[src/rtl/vga_pkg.sv]
// Shared constants and types for the VGA frame reader: 640x480@60 timing defaults,
// the 300x300 image window placement and the image memory address map.
package vga_pkg;

    localparam int DEF_H_VISIBLE = 640;
    localparam int DEF_H_FP      = 16;
    localparam int DEF_H_SYNC    = 96;
    localparam int DEF_H_BP      = 48;
    localparam int DEF_V_VISIBLE = 480;
    localparam int DEF_V_FP      = 10;
    localparam int DEF_V_SYNC    = 2;
    localparam int DEF_V_BP      = 33;

    localparam int H_TOTAL = DEF_H_VISIBLE + DEF_H_FP + DEF_H_SYNC + DEF_H_BP;
    localparam int V_TOTAL = DEF_V_VISIBLE + DEF_V_FP + DEF_V_SYNC + DEF_V_BP;

    localparam int DEF_WIN_X0 = 170;
    localparam int DEF_WIN_Y0 = 90;
    localparam int DEF_WIN_W  = 300;
    localparam int DEF_WIN_H  = 300;

    localparam int          DEF_READ_LATENCY = 2;
    localparam logic [23:0] DEF_BG_COLOR     = 24'h000000;

    localparam int ADDR_W        = 17;
    localparam int IMG_ROM_BASE  = 0;
    localparam int DATA_RAM_BASE = 90000;
    localparam int IMG_PIXELS    = 90000;

    typedef struct packed {
        logic [7:0] r;
        logic [7:0] g;
        logic [7:0] b;
    } rgb_t;

    // Per-pixel timing flags carried alongside the memory read latency.
    typedef struct packed {
        logic visible;
        logic hs_n;
        logic vs_n;
        logic in_win;
        logic first;
    } tflags_t;

    localparam tflags_t FLAGS_IDLE = '{visible: 1'b0, hs_n: 1'b1, vs_n: 1'b1,
                                       in_win: 1'b0, first: 1'b0};

endpackage

[src/rtl/vga_timing.sv]
// Horizontal/vertical position counters and the raw (undelayed) timing flags
// decoded from the current counter position.
module vga_timing
    import vga_pkg::*;
#(
    parameter int H_VISIBLE = DEF_H_VISIBLE,
    parameter int H_FP      = DEF_H_FP,
    parameter int H_SYNC    = DEF_H_SYNC,
    parameter int H_BP      = DEF_H_BP,
    parameter int V_VISIBLE = DEF_V_VISIBLE,
    parameter int V_FP      = DEF_V_FP,
    parameter int V_SYNC    = DEF_V_SYNC,
    parameter int V_BP      = DEF_V_BP,
    parameter int WIN_X0    = DEF_WIN_X0,
    parameter int WIN_Y0    = DEF_WIN_Y0,
    parameter int WIN_W     = DEF_WIN_W,
    parameter int WIN_H     = DEF_WIN_H
) (
    input  logic clk,
    input  logic reset,
    output logic visible,
    output logic hs_n,
    output logic vs_n,
    output logic in_win,
    output logic first,
    output logic frame_end
);

    localparam int HT = H_VISIBLE + H_FP + H_SYNC + H_BP;
    localparam int VT = V_VISIBLE + V_FP + V_SYNC + V_BP;
    localparam int HW = $clog2(HT);
    localparam int VW = $clog2(VT);

    typedef logic [HW-1:0] h_t;
    typedef logic [VW-1:0] v_t;

    localparam h_t H_LAST   = h_t'(HT - 1);
    localparam v_t V_LAST   = v_t'(VT - 1);
    localparam h_t H_VIS_E  = h_t'(H_VISIBLE);
    localparam v_t V_VIS_E  = v_t'(V_VISIBLE);
    localparam h_t HS_START = h_t'(H_VISIBLE + H_FP);
    localparam h_t HS_END   = h_t'(H_VISIBLE + H_FP + H_SYNC);
    localparam v_t VS_START = v_t'(V_VISIBLE + V_FP);
    localparam v_t VS_END   = v_t'(V_VISIBLE + V_FP + V_SYNC);
    localparam h_t WX_START = h_t'(WIN_X0);
    localparam h_t WX_END   = h_t'(WIN_X0 + WIN_W);
    localparam v_t WY_START = v_t'(WIN_Y0);
    localparam v_t WY_END   = v_t'(WIN_Y0 + WIN_H);

    h_t h_cnt;
    v_t v_cnt;

    always_ff @(posedge clk) begin
        if (!reset) begin
            h_cnt <= '0;
            v_cnt <= '0;
        end else if (h_cnt == H_LAST) begin
            h_cnt <= '0;
            v_cnt <= (v_cnt == V_LAST) ? '0 : v_cnt + 1'b1;
        end else begin
            h_cnt <= h_cnt + 1'b1;
        end
    end

    always_comb begin
        visible   = (h_cnt < H_VIS_E) && (v_cnt < V_VIS_E);
        hs_n      = !((h_cnt >= HS_START) && (h_cnt < HS_END));
        vs_n      = !((v_cnt >= VS_START) && (v_cnt < VS_END));
        in_win    = (h_cnt >= WX_START) && (h_cnt < WX_END) &&
                    (v_cnt >= WY_START) && (v_cnt < WY_END);
        first     = (h_cnt == '0) && (v_cnt == '0);
        frame_end = (h_cnt == H_LAST) && (v_cnt == V_LAST);
    end

endmodule

[src/rtl/vga_frame_reader.sv]
// Display-side image reader: walks the window in raster order issuing port-b reads,
// delays the timing flags to line up with the returned pixels, and registers the pins.
module vga_frame_reader
    import vga_pkg::*;
#(
    parameter int          H_VISIBLE    = DEF_H_VISIBLE,
    parameter int          H_FP         = DEF_H_FP,
    parameter int          H_SYNC       = DEF_H_SYNC,
    parameter int          H_BP         = DEF_H_BP,
    parameter int          V_VISIBLE    = DEF_V_VISIBLE,
    parameter int          V_FP         = DEF_V_FP,
    parameter int          V_SYNC       = DEF_V_SYNC,
    parameter int          V_BP         = DEF_V_BP,
    parameter int          WIN_X0       = DEF_WIN_X0,
    parameter int          WIN_Y0       = DEF_WIN_Y0,
    parameter int          WIN_W        = DEF_WIN_W,
    parameter int          WIN_H        = DEF_WIN_H,
    parameter int          READ_LATENCY = DEF_READ_LATENCY,
    parameter logic [23:0] BG_COLOR     = DEF_BG_COLOR
) (
    input  logic              clk,
    input  logic              reset,
    input  logic [ADDR_W-1:0] frame_base,
    input  logic [23:0]       read_data_b,
    output logic [ADDR_W-1:0] address_b,
    output logic [7:0]        vga_r,
    output logic [7:0]        vga_g,
    output logic [7:0]        vga_b,
    output logic              vga_hsync,
    output logic              vga_vsync,
    output logic              vga_blank_n,
    output logic              vga_sync_n,
    output logic              frame_start
);

    tflags_t           cur;
    tflags_t           pipe [READ_LATENCY];
    tflags_t           tail;
    logic              frame_end;
    logic [ADDR_W-1:0] addr;
    rgb_t              rgb_q;

    vga_timing #(
        .H_VISIBLE (H_VISIBLE), .H_FP (H_FP), .H_SYNC (H_SYNC), .H_BP (H_BP),
        .V_VISIBLE (V_VISIBLE), .V_FP (V_FP), .V_SYNC (V_SYNC), .V_BP (V_BP),
        .WIN_X0    (WIN_X0),    .WIN_Y0 (WIN_Y0), .WIN_W (WIN_W), .WIN_H (WIN_H)
    ) u_timing (
        .clk       (clk),
        .reset     (reset),
        .visible   (cur.visible),
        .hs_n      (cur.hs_n),
        .vs_n      (cur.vs_n),
        .in_win    (cur.in_win),
        .first     (cur.first),
        .frame_end (frame_end)
    );

    // Reloading from frame_base only at the last position of the frame makes the
    // base a per-frame latch; the raster walk then yields base + y*WIN_W + x.
    always_ff @(posedge clk) begin
        if (!reset) begin
            addr <= '0;
        end else if (frame_end) begin
            addr <= frame_base;
        end else if (cur.in_win) begin
            addr <= addr + 1'b1;
        end
    end

    assign address_b = addr;

    always_ff @(posedge clk) begin
        if (!reset) begin
            for (int i = 0; i < READ_LATENCY; i++) pipe[i] <= FLAGS_IDLE;
        end else begin
            pipe[0] <= cur;
            for (int i = 1; i < READ_LATENCY; i++) pipe[i] <= pipe[i-1];
        end
    end

    assign tail = pipe[READ_LATENCY-1];

    always_ff @(posedge clk) begin
        if (!reset) begin
            rgb_q       <= '0;
            vga_hsync   <= 1'b1;
            vga_vsync   <= 1'b1;
            vga_blank_n <= 1'b0;
            frame_start <= 1'b0;
        end else begin
            if (!tail.visible) begin
                rgb_q <= '0;
            end else if (tail.in_win) begin
                rgb_q <= read_data_b;
            end else begin
                rgb_q <= BG_COLOR;
            end
            vga_hsync   <= tail.hs_n;
            vga_vsync   <= tail.vs_n;
            vga_blank_n <= tail.visible;
            frame_start <= tail.first;
        end
    end

    assign vga_r      = rgb_q.r;
    assign vga_g      = rgb_q.g;
    assign vga_b      = rgb_q.b;
    assign vga_sync_n = 1'b0;

endmodule
[config.mk]
export PLATFORM = sky130hd
export DESIGN_NAME = vga_frame_reader
export DESIGN_NICKNAME = d
export VERILOG_FILES = /design/src/rtl/vga_pkg.sv /design/src/rtl/vga_timing.sv /design/src/rtl/vga_frame_reader.sv
export SDC_FILE = /design/constraint.sdc
export NUM_CORES = 1
export LEC_CHECK = 0
export CORE_UTILIZATION = 25
export DETAILED_ROUTE_END_ITERATION = 12
export GPL_ROUTABILITY_DRIVEN = 0
export HOLD_SLACK_MARGIN = 0.02
export PLACE_DENSITY = 0.46
export SYNTH_ARGS = -nofsm -noshare
export SYNTH_HDL_FRONTEND = slang
export SYNTH_SLANG_ARGS = --single-unit
[constraint.sdc]
create_clock -name clk -period 4.27 [get_ports clk]
set_input_delay 0.427 -clock clk [delete_from_list [all_inputs] [get_ports clk]]
set_output_delay 0.427 -clock clk [all_outputs]
set_load 0.02 [all_outputs]
==> results of run 1 <==
==> area by class of cell <==
cell class | count | area [um^2] | share of cell area
Multi-Input combinational cell | 233 | 1470 | 0.335
Clock buffer | 12 | 256 | 0.0583
Tap cell | 168 | 210 | 0.0478
Inverter | 8 | 30.0 | 0.00683
Timing Repair Buffer | 88 | 878 | 0.200
Clock inverter | 4 | 48.8 | 0.0111
Sequential cell | 75 | 1500 | 0.341
==> cell usage after synthesis (2+ instances only) <==
cell	count	area share
dfxtp_1	75	0.48
nor4_4	2	0.014
xor2_1	26	0.073
nor4_1	3	0.0061
buf_2	10	0.016
clkbuf_1	6	0.0073
buf_4	2	0.0048
a21oi_1	20	0.032
nand4_1	13	0.026
and3_1	14	0.028
nand2_1	18	0.022
nor2_1	23	0.028
o21ai_0	19	0.031
inv_1	8	0.0097
mux2i_1	2	0.0065
nand2b_1	5	0.010
nor3b_1	2	0.0048
and4_1	2	0.0056
ha_1	5	0.020
nor3_1	3	0.0048
o2111ai_1	2	0.0056
and2_1	32	0.065
or3_1	4	0.0081
xnor2_1	3	0.0085
nand3_1	17	0.027
nand4b_1	3	0.0085
==> worst paths after layout <==
check                                                 end  slack [ns]
worst min register to register      pipe[0][8]$_SDFF_PN1_        0.41
worst max register to register  address_b[9]$_SDFFE_PN0P_        1.92
worst min-delay path                pipe[0][8]$_SDFF_PN1_        0.41
worst max-delay path            address_b[9]$_SDFFE_PN0P_        1.92
==> state kept, by name, summed over array words and instances (netlist names), 8 cells and up <==
signal,count
vga_g,8
pipe,10
address_b,17
u_timing.v_cnt,10
u_timing.h_cnt,10
vga_b,8
vga_r,8
==> kinds of logic after synthesis <==
| logic type | Yosys count | synth area share |
|---|---|---|
| AO/OA/AOI/OAI | 48 | 0.0867 |
| XOR/XNOR | 29 | 0.0819 |
| adder cells (fa/ha/maj) | 5 | 0.0202 |
| buffers and inverters | 27 | 0.0415 |
| flip-flops | 75 | 0.484 |
| multiplexers | 2 | 0.00645 |
| other | 1 | 0.00121 |
| AND/OR/NAND/NOR | 148 | 0.278 |
==> per-stage QoR <==
| step | instance area (um^2) | power [mW] | util | setup slack, ns | instances |
|---|---|---|---|---|---|
| after detailed placement | 4090 | 0.789 | 0.339 | 1.85 | 572 |
| after CTS | 4400 | 1.57 | 0.365 | 1.84 | 588 |
| final | 4400 | 1.54 | 0.365 | 1.92 | 588 |
| after global placement | 4090 | 0.789 | 0.339 | 2.00 | 572 |
| after floorplan | 3100 | 0.743 | - | 2.47 | 335 |
| after global routing | 4400 | 1.61 | 0.365 | 1.65 | 588 |
==> worst register-to-register path: stages (launching register included) <==
cell and delay, ns:
dfxtp_1 0.39, ha_1 0.24, nand3_2 0.11, nor4_4 0.49, nand2_1 0.41, nand2_1 0.44
o21ai_0 0.15
==> where the power goes <==
part	total, mW	internal (mW)	switching, mW
clock network	0.768	0.483	0.285
logic	0.0638	0.0419	0.0219
registers	0.710	0.706	0.00394
total	1.54	1.23	0.311
==> routing by layer <==
layer  vias to the layer above  routed length [um]
met5                         -                   0
met4                         0                  95
met3                         6                 471
met2                        82                3370
met1                      1211                4000
li1                       1307                   -
==> impl_results.md, run 1 <==
* Final-layout fill cell count at between 1k and 1.5k
* I/O pins at 89
* Worst hold stages at 1
* P per Cell Area at between 300 and 400 mW/mm^2
* Post-CTS sizing at 0
* CTS buffer count at 9
* Most frequent cells in the layout: 87 x clkdlybuf4s50_1, 75 x dfxtp_1, 32 x and2_1
* EDFF count, synth at 0
* Period utilisation layout at 0.549
* Crit path max-delay family: simple AND/OR/NAND/NOR gates
* GR Util All Layers at 0.130
* Worst Hold Launch: pipe[0][3]$_SDFF_PN1_
* Post-DP HPWL at between 5000 and 6000 um
* Worst Hold Class: flop to flop
* 1st-iter DRT viols at around 150
* 1st-pass router iterations at 4
* Slowest cell on crit path: nor4_4
* First-pass GRT wire length at between 10000 and 15000 um
* Rows at 40
* CTS tree: yes
* Max Fclk at between 400 and 500 MHz
* Layout area overhead at 41.8%
* GRT busiest layer: met2
* RSZ-0062 raised after global routing: no
* Req. time, crit path at approximately 4.5 ns
* #FFs+latches synth at 75
* Vias at about 2.6k
* IO buf count at 87
* Clk root buf: clkbuf_16
* Final worst path period need at ~2.3 ns
* Worst Setup SP: u_timing.h_cnt[1]$_SDFF_PP0_
* Total Die Area at around 0.013 mm^2
* Post-synth top flop: dfxtp_1
* Run status: finished, final reports clean
* Max-slew violation count at 0
* CP Data Arrival Time at 2.55 ns
* Crit path kind: flop to flop
* Path depth of the worst reg2reg path at 6
* Initial antenna violation count at 0
* WL final at about 7900 um
* Most frequent CP cell: nand2_1
* Leakage at roughly 1.6 nW
* Vias in the first global route at around 2.4k
* CTS Buffer Depth at 2
* Netlist Area Pre-Place at a little over 0.003 mm^2
* Clock sink count at 75
* Met2 Usage GRT at 0.195
* Vias per cell at 4.43
* Mapped Nets at between 300 and 400
* Crit-path cells: ha_1 > nand3_2 > nor4_4 > nand2_1 > nand2_1 > o21ai_0
* GRT overflow at 0
* Antenna-violating nets left at 0
* Max Fanout on Critical Path at 12
* Commonest non-fill, non-tap cell in the layout: clkdlybuf4s50_1
* Synth warn at 0
* Reg-to-Reg Start: u_timing.h_cnt[1]$_SDFF_PP0_
* Number of remaining DRC errors at 0
* Final setup viols at 0
* Vert. Die Dim at roughly 110 um
* Htree depth at 3
* Worst skew pair latency at roughly 0.33 ns
* CTS Hold Bufs at 0
* CORE AREA at around 0.012 mm^2
* Post-CTS setup buffers at 0
* Min Hold Slack at a little over 0.4 ns
* Chip Width at between 100 and 150 um
* WP depth at 6
* Final net count at roughly 460
* Worst vdd ir at 160 uV
* CP endpoint kind: flop
* CP bufs+invs at 0
* Setup Skew at 0.00577 ns
* Critical Path Max Stage Delay at between 0.4 and 0.5 ns
* Diodes inserted at 0
* Layout cells sized above 1 at 0.0548
* Initial Util at 0.257
* Syn avg cell area at 9.26 um^2
* Post-synth ARST share at 0
* Register area share after synthesis at 0.484
* Wire length per cell at 13.5 um
* Largest net degree at the start of global routing at 33
* Count of different cell masters after synthesis at 42
* Least-Margin Pin Slew at roughly 0.86 ns
* Met3 Use GR at 0.0436
* Setup tns final at 0 ns
* Critical Path Source Type: flop
* Max-Cap Viols at 0
* Met1 Use GR at 0.177
* Worst-path clk slew at about 0.060 ns
* Max-slew headroom at 0.420
* Final Hold Viols at 0
* Mapped Cells at 335
(Power assumes the default switching activity.)
==> run 2: changes to the inputs <==
--- a/config.mk
+++ b/config.mk
@@ -9,7 +9,7 @@
 export DETAILED_ROUTE_END_ITERATION = 12
 export GPL_ROUTABILITY_DRIVEN = 0
 export HOLD_SLACK_MARGIN = 0.02
-export PLACE_DENSITY = 0.46
+export PLACE_DENSITY = 0.48
 export SYNTH_ARGS = -nofsm -noshare
 export SYNTH_HDL_FRONTEND = slang
 export SYNTH_SLANG_ARGS = --single-unit
==> constraint.sdc (replaced) <==
create_clock -name clk -period 1.97 [get_ports clk]
set_input_delay 0.197 -clock clk [delete_from_list [all_inputs] [get_ports clk]]
set_output_delay 0.197 -clock clk [all_outputs]
set_load 0.02 [all_outputs]
==> impl_results.md, run 2 (same netlist as run 1, synthesis figures left out) <==
* Run status: finished, final reports clean (unchanged)
* Vert. Die Dim at 113 um (unchanged)
* Vias per cell at 4.32 (was 4.43)
* Max Fanout on Critical Path at 5 (was 12)
* GR Util All Layers at 0.128 (was 0.130)
* CTS Hold Bufs at 0 (unchanged)
* Max-slew violation count at 0 (unchanged)
* Crit path max-delay family: simple AND/OR/NAND/NOR gates (unchanged)
* Final-layout fill cell count at 1203 (was 1250)
* Worst Hold Class: flop to flop (unchanged)
* First-pass GRT wire length at 12800 um (about the same)
* Req. time, crit path at 2.23 ns (was 4.47 ns)
* Met3 Use GR at 0.0393 (was 0.0436)
* Diodes inserted at 0 (unchanged)
* Setup tns final at 0 ns (unchanged)
* P per Cell Area at 734 mW/mm^2 (was 351 mW/mm^2)
* Post-CTS sizing at 0 (unchanged)
* Clock sink count at 75 (unchanged)
* Setup Skew at 0.0110 ns (was 0.00577 ns)
* 1st-iter DRT viols at 145 (was 153)
* CTS Buffer Depth at 2 (unchanged)
* Layout area overhead at 46.8% (was 41.8%)
* Worst-path clk slew at 0.06 ns (about the same)
* Crit-path cells: ha_2 > nand3_2 > nor4_4 > nand4_2 > or3_1 > a21oi_2 (was ha_1 > nand3_2 > nor4_4 > nand2_1 > nand2_1 > o21ai_0)
* 1st-pass router iterations at 4 (unchanged)
* Initial antenna violation count at 0 (unchanged)
* Met1 Use GR at 0.165 (was 0.177)
* Largest net degree at the start of global routing at 33 (unchanged)
* Critical Path Max Stage Delay at 0.39 ns (was 0.49 ns)
* GRT busiest layer: met2 (unchanged)
* Chip Width at 113 um (unchanged)
* Slowest cell on crit path: or3_1 (was nor4_4)
* GRT overflow at 0 (unchanged)
* CP bufs+invs at 0 (unchanged)
* CTS tree: yes (unchanged)
* Htree depth at 3 (unchanged)
* Final net count at 480 (was 463)
* CTS buffer count at 9 (unchanged)
* I/O pins at 89 (unchanged)
* Post-CTS setup buffers at 0 (unchanged)
* IO buf count at 87 (unchanged)
* Place WS at 0.155 ns (was 1.85 ns)
* Layout cells sized above 1 at 0.0984 (was 0.0548)
* Total Die Area at 0.0129 mm^2 (unchanged)
* Antenna-violating nets left at 0 (unchanged)
* CORE AREA at 0.0121 mm^2 (unchanged)
* Most frequent cells in the layout: 87 x clkdlybuf4s50_1, 73 x dfxtp_1, 32 x and2_1 (was 87 x clkdlybuf4s50_1, 75 x dfxtp_1, 32 x and2_1)
* CP endpoint kind: flop (unchanged)
* Final setup viols at 0 (unchanged)
* Leakage at 1.72 nW (was 1.63 nW)
* Worst Slack Setup Final at 0.164 ns (was 1.92 ns)
* Rows at 40 (unchanged)
* Commonest non-fill, non-tap cell in the layout: clkdlybuf4s50_1 (unchanged)
* WL final at 7750 um (was 7940 um)
* Vias at 2616 (was 2606)
* Wire length per cell at 12.8 um (was 13.5 um)
* Critical Path Source Type: flop (unchanged)
* Met2 Usage GRT at 0.199 (was 0.195)
* CP Data Arrival Time at 2.07 ns (was 2.55 ns)
* Clk root buf: clkbuf_16 (unchanged)
* Final Hold Viols at 0 (unchanged)
* Post-DP HPWL at 5580 um (was 5520 um)
* Period utilisation layout at 0.917 (was 0.549)
* Worst vdd ir at 351 uV (was 160 uV)
* Initial Util at 0.257 (unchanged)
* Max-Cap Viols at 0 (unchanged)
* RSZ-0062 raised after global routing: no (unchanged)
* Worst skew pair latency at 0.33 ns (about the same)
* Number of remaining DRC errors at 0 (unchanged)
* Max FFs per register at 17 (unchanged)
* Vias in the first global route at 2524 (was 2434)
* Final worst path period need at 1.81 ns (was 2.35 ns)
* Max Fclk at 554 MHz (was 426 MHz)
* Crit path kind: flop to flop (unchanged)
## run 2: through the flow
stage	hold slack (ns)	instances	instance area, um^2	utilization	power (mW)
finish	0.408	605	4550	0.377	3.34
global route	0.412	605	4550	0.377	3.49
CTS	0.410	605	4550	0.377	3.39
detailed placement	0.395	589	4240	0.352	1.71
global placement	0.393	589	4240	0.352	1.71
floorplan	0.319	335	3100	-	1.61
## run 2: worst paths after layout
kind                                                    from  cells after the start  slack [ns]                             end
worst max register to register  u_timing.h_cnt[1]$_SDFF_PP0_                      6        0.16  u_timing.v_cnt[9]$_SDFFE_PN0P_
worst min register to register         pipe[0][7]$_SDFF_PN1_                      1        0.41            vga_vsync$_SDFF_PN1_
worst min-delay path                   pipe[0][7]$_SDFF_PN1_                      1        0.41            vga_vsync$_SDFF_PN1_
worst max-delay path            u_timing.h_cnt[1]$_SDFF_PP0_                      6        0.16  u_timing.v_cnt[9]$_SDFFE_PN0P_
## run 2: metal layers
| metal | up-vias | share of wire |
|---|---|---|
| met3 | 8 | 0.059 |
| li1 | 1340 | - |
| met1 | 1190 | 0.51 |
| met2 | 78 | 0.41 |
| met5 | - | 0 |
| met4 | 0 | 0.014 |
## run 2: layout make-up
class | count | area, um^2 | area share
Sequential cell | 75 | 1500 | 0.330
Multi-Input combinational cell | 233 | 1470 | 0.324
Timing Repair Buffer | 105 | 1030 | 0.226
Clock buffer | 11 | 243 | 0.0533
Tap cell | 168 | 210 | 0.0462
Clock inverter | 5 | 60.1 | 0.0132
Inverter | 8 | 30.0 | 0.00660
## run 2: worst register-to-register path, stage by stage, from the launching register on
cell and delay [ns]:
dfxtp_2 0.36, ha_2 0.21, nand3_2 0.10, nor4_4 0.38
nand4_2 0.17, or3_1 0.39, a21oi_2 0.13
## run 2: power breakdown
group	switching, mW	total [mW]	internal [mW]
clock network	0.638	1.66	1.02
logic	0.0476	0.143	0.0951
registers	0.00873	1.54	1.53
total	0.695	3.34	2.65
==> patch (config.mk and constraints of run 2) <==
`DEF_V_BP`: 33 -> 66.
--- a/src/rtl/vga_pkg.sv
+++ b/src/rtl/vga_pkg.sv
@@ -9,7 +9,7 @@
     localparam int DEF_V_VISIBLE = 480;
     localparam int DEF_V_FP      = 10;
     localparam int DEF_V_SYNC    = 2;
-    localparam int DEF_V_BP      = 33;
+    localparam int DEF_V_BP      = 66;
 
     localparam int H_TOTAL = DEF_H_VISIBLE + DEF_H_FP + DEF_H_SYNC + DEF_H_BP;
     localparam int V_TOTAL = DEF_V_VISIBLE + DEF_V_FP + DEF_V_SYNC + DEF_V_BP;
Formal check against the unedited RTL: no difference found for any inputs over 10 cycles, from zero or initial values and one cycle with reset low; that may be too few to reach the edited logic, so the function may still have changed.
==> patch against run 2 <==
  * The flow now finishes with violations (negative setup slack)
  * Setup slack worse by 0.34 ns
  * Total power is 0.59% lower
  * Count of clock-buffer cells in the layout is 1 higher
  * Final area is 11% higher
  * Routed wire length is 13% higher
  * Critical path depth is 1 lower
  * Final cell count is 5.8% higher
  * Synthesized cell count is 3.3% higher
  * Sequential power hardly changed
  * Synthesized area is 1.3% higher
  * Sequential cell count stayed put
  * Critical path type unchanged
  * Largest power group unchanged
==> patch: results (changes against run 2) <==
[synth]
ys_types=43  ; +2.4%
synth_nets=395  ; +3.1%
synth-seq-area-share=0.4777  ; -0.006359
synthTopCellsByCount=dfxtp_1 (75), and2_1 (33), clkbuf_1 (24)
synthAdderAreaFrac=0.02389  ; +0.003716
synthTopCellsByArea=dfxtp_1 (48%), and2_1 (6.6%), xnor2_1 (4.5%), nor4_1 (3.2%), o21ai_0 (3.2%)
synth-compound-area-share=0.08997  ; +0.003240

[cells_and_area]
clkCellAreaFrac=0.05855  ; -0.007973
syn2layout_area_growth_pct=61.15
multi_input_area_share=0.3426  ; +0.01883
nFillCells=1221  ; +1.5%
ff_latch_area_sq_um=1503  ; about the same
buffers=139  ; +32%
drive_above_1_share=0.2013  ; +0.1029
seq_cell_count=75  ; unchanged

[sta]
tns_ns=-0.7549  ; -0.7549 ns
timing.final.ws_setup_ns=-0.1762  ; -0.3406 ns
whs_ns=0.4047  ; -0.003013 ns
setup_viol=7  ; +7

[hold_path]
min_to=pipe[0][7]
hold_start=pipe[0][2]

[run_status]
violations=negative setup slack
status=finished, violations left

[routing]
wl_um=8760  ; +13%
wl_met2_um=3794  ; +18%
m1WireLength_um=4333  ; +9.1%
wl_per_cell_um=13.69  ; +6.8%

[critical_path]
cpPeakStageDelay_ns=0.52  ; +0.13 ns
cp-endpoint=address_b[12]
r2r_start=u_timing.v_cnt[4]
cp_slowest_cell=or4_4
r2r.worst_path.cells=5  ; -1

[power]
static-leakage-power_nw=2.022  ; +18%
switchingPower_mw=0.6733  ; -3.1%
vdd_drop_max_mv=0.3177  ; -9.4%

[grt]
grtUsageTotal=0.1402  ; +0.01251
grt_pass1_vias=2782  ; +10%

-- patch: changes by cell type after synthesis, sizes merged, moves of 9 or more --
cell | run 2 | this run
xor2 | 26 | 9
nor4 | 5 | 16
buf | 13 | 4
xnor2 | 3 | 16
clkbuf | 6 | 25
a21oi | 21 | 10
-- patch: power groups by stage --
| stage | Clock, mW | Combinational, mW | Sequential, mW |
|---|---|---|---|
| 6_report | 1.63 | 0.160 | 1.54 |
| 5_1_grt | 1.74 | 0.176 | 1.54 |
| 4_1_cts | 1.68 | 0.161 | 1.53 |
| 3_5_place_dp | 0 | 0.159 | 1.57 |
| 3_3_place_gp | 0 | 0.158 | 1.57 |
| 2_1_floorplan | 0 | 0.0384 | 1.57 |
-- patch: routing by layer --
layer,up-vias,track usage
li1,1465,-
met1,1328,0.1884
met2,73,0.2089
met3,10,0.03600
met4,0,0.06753
met5,-,0
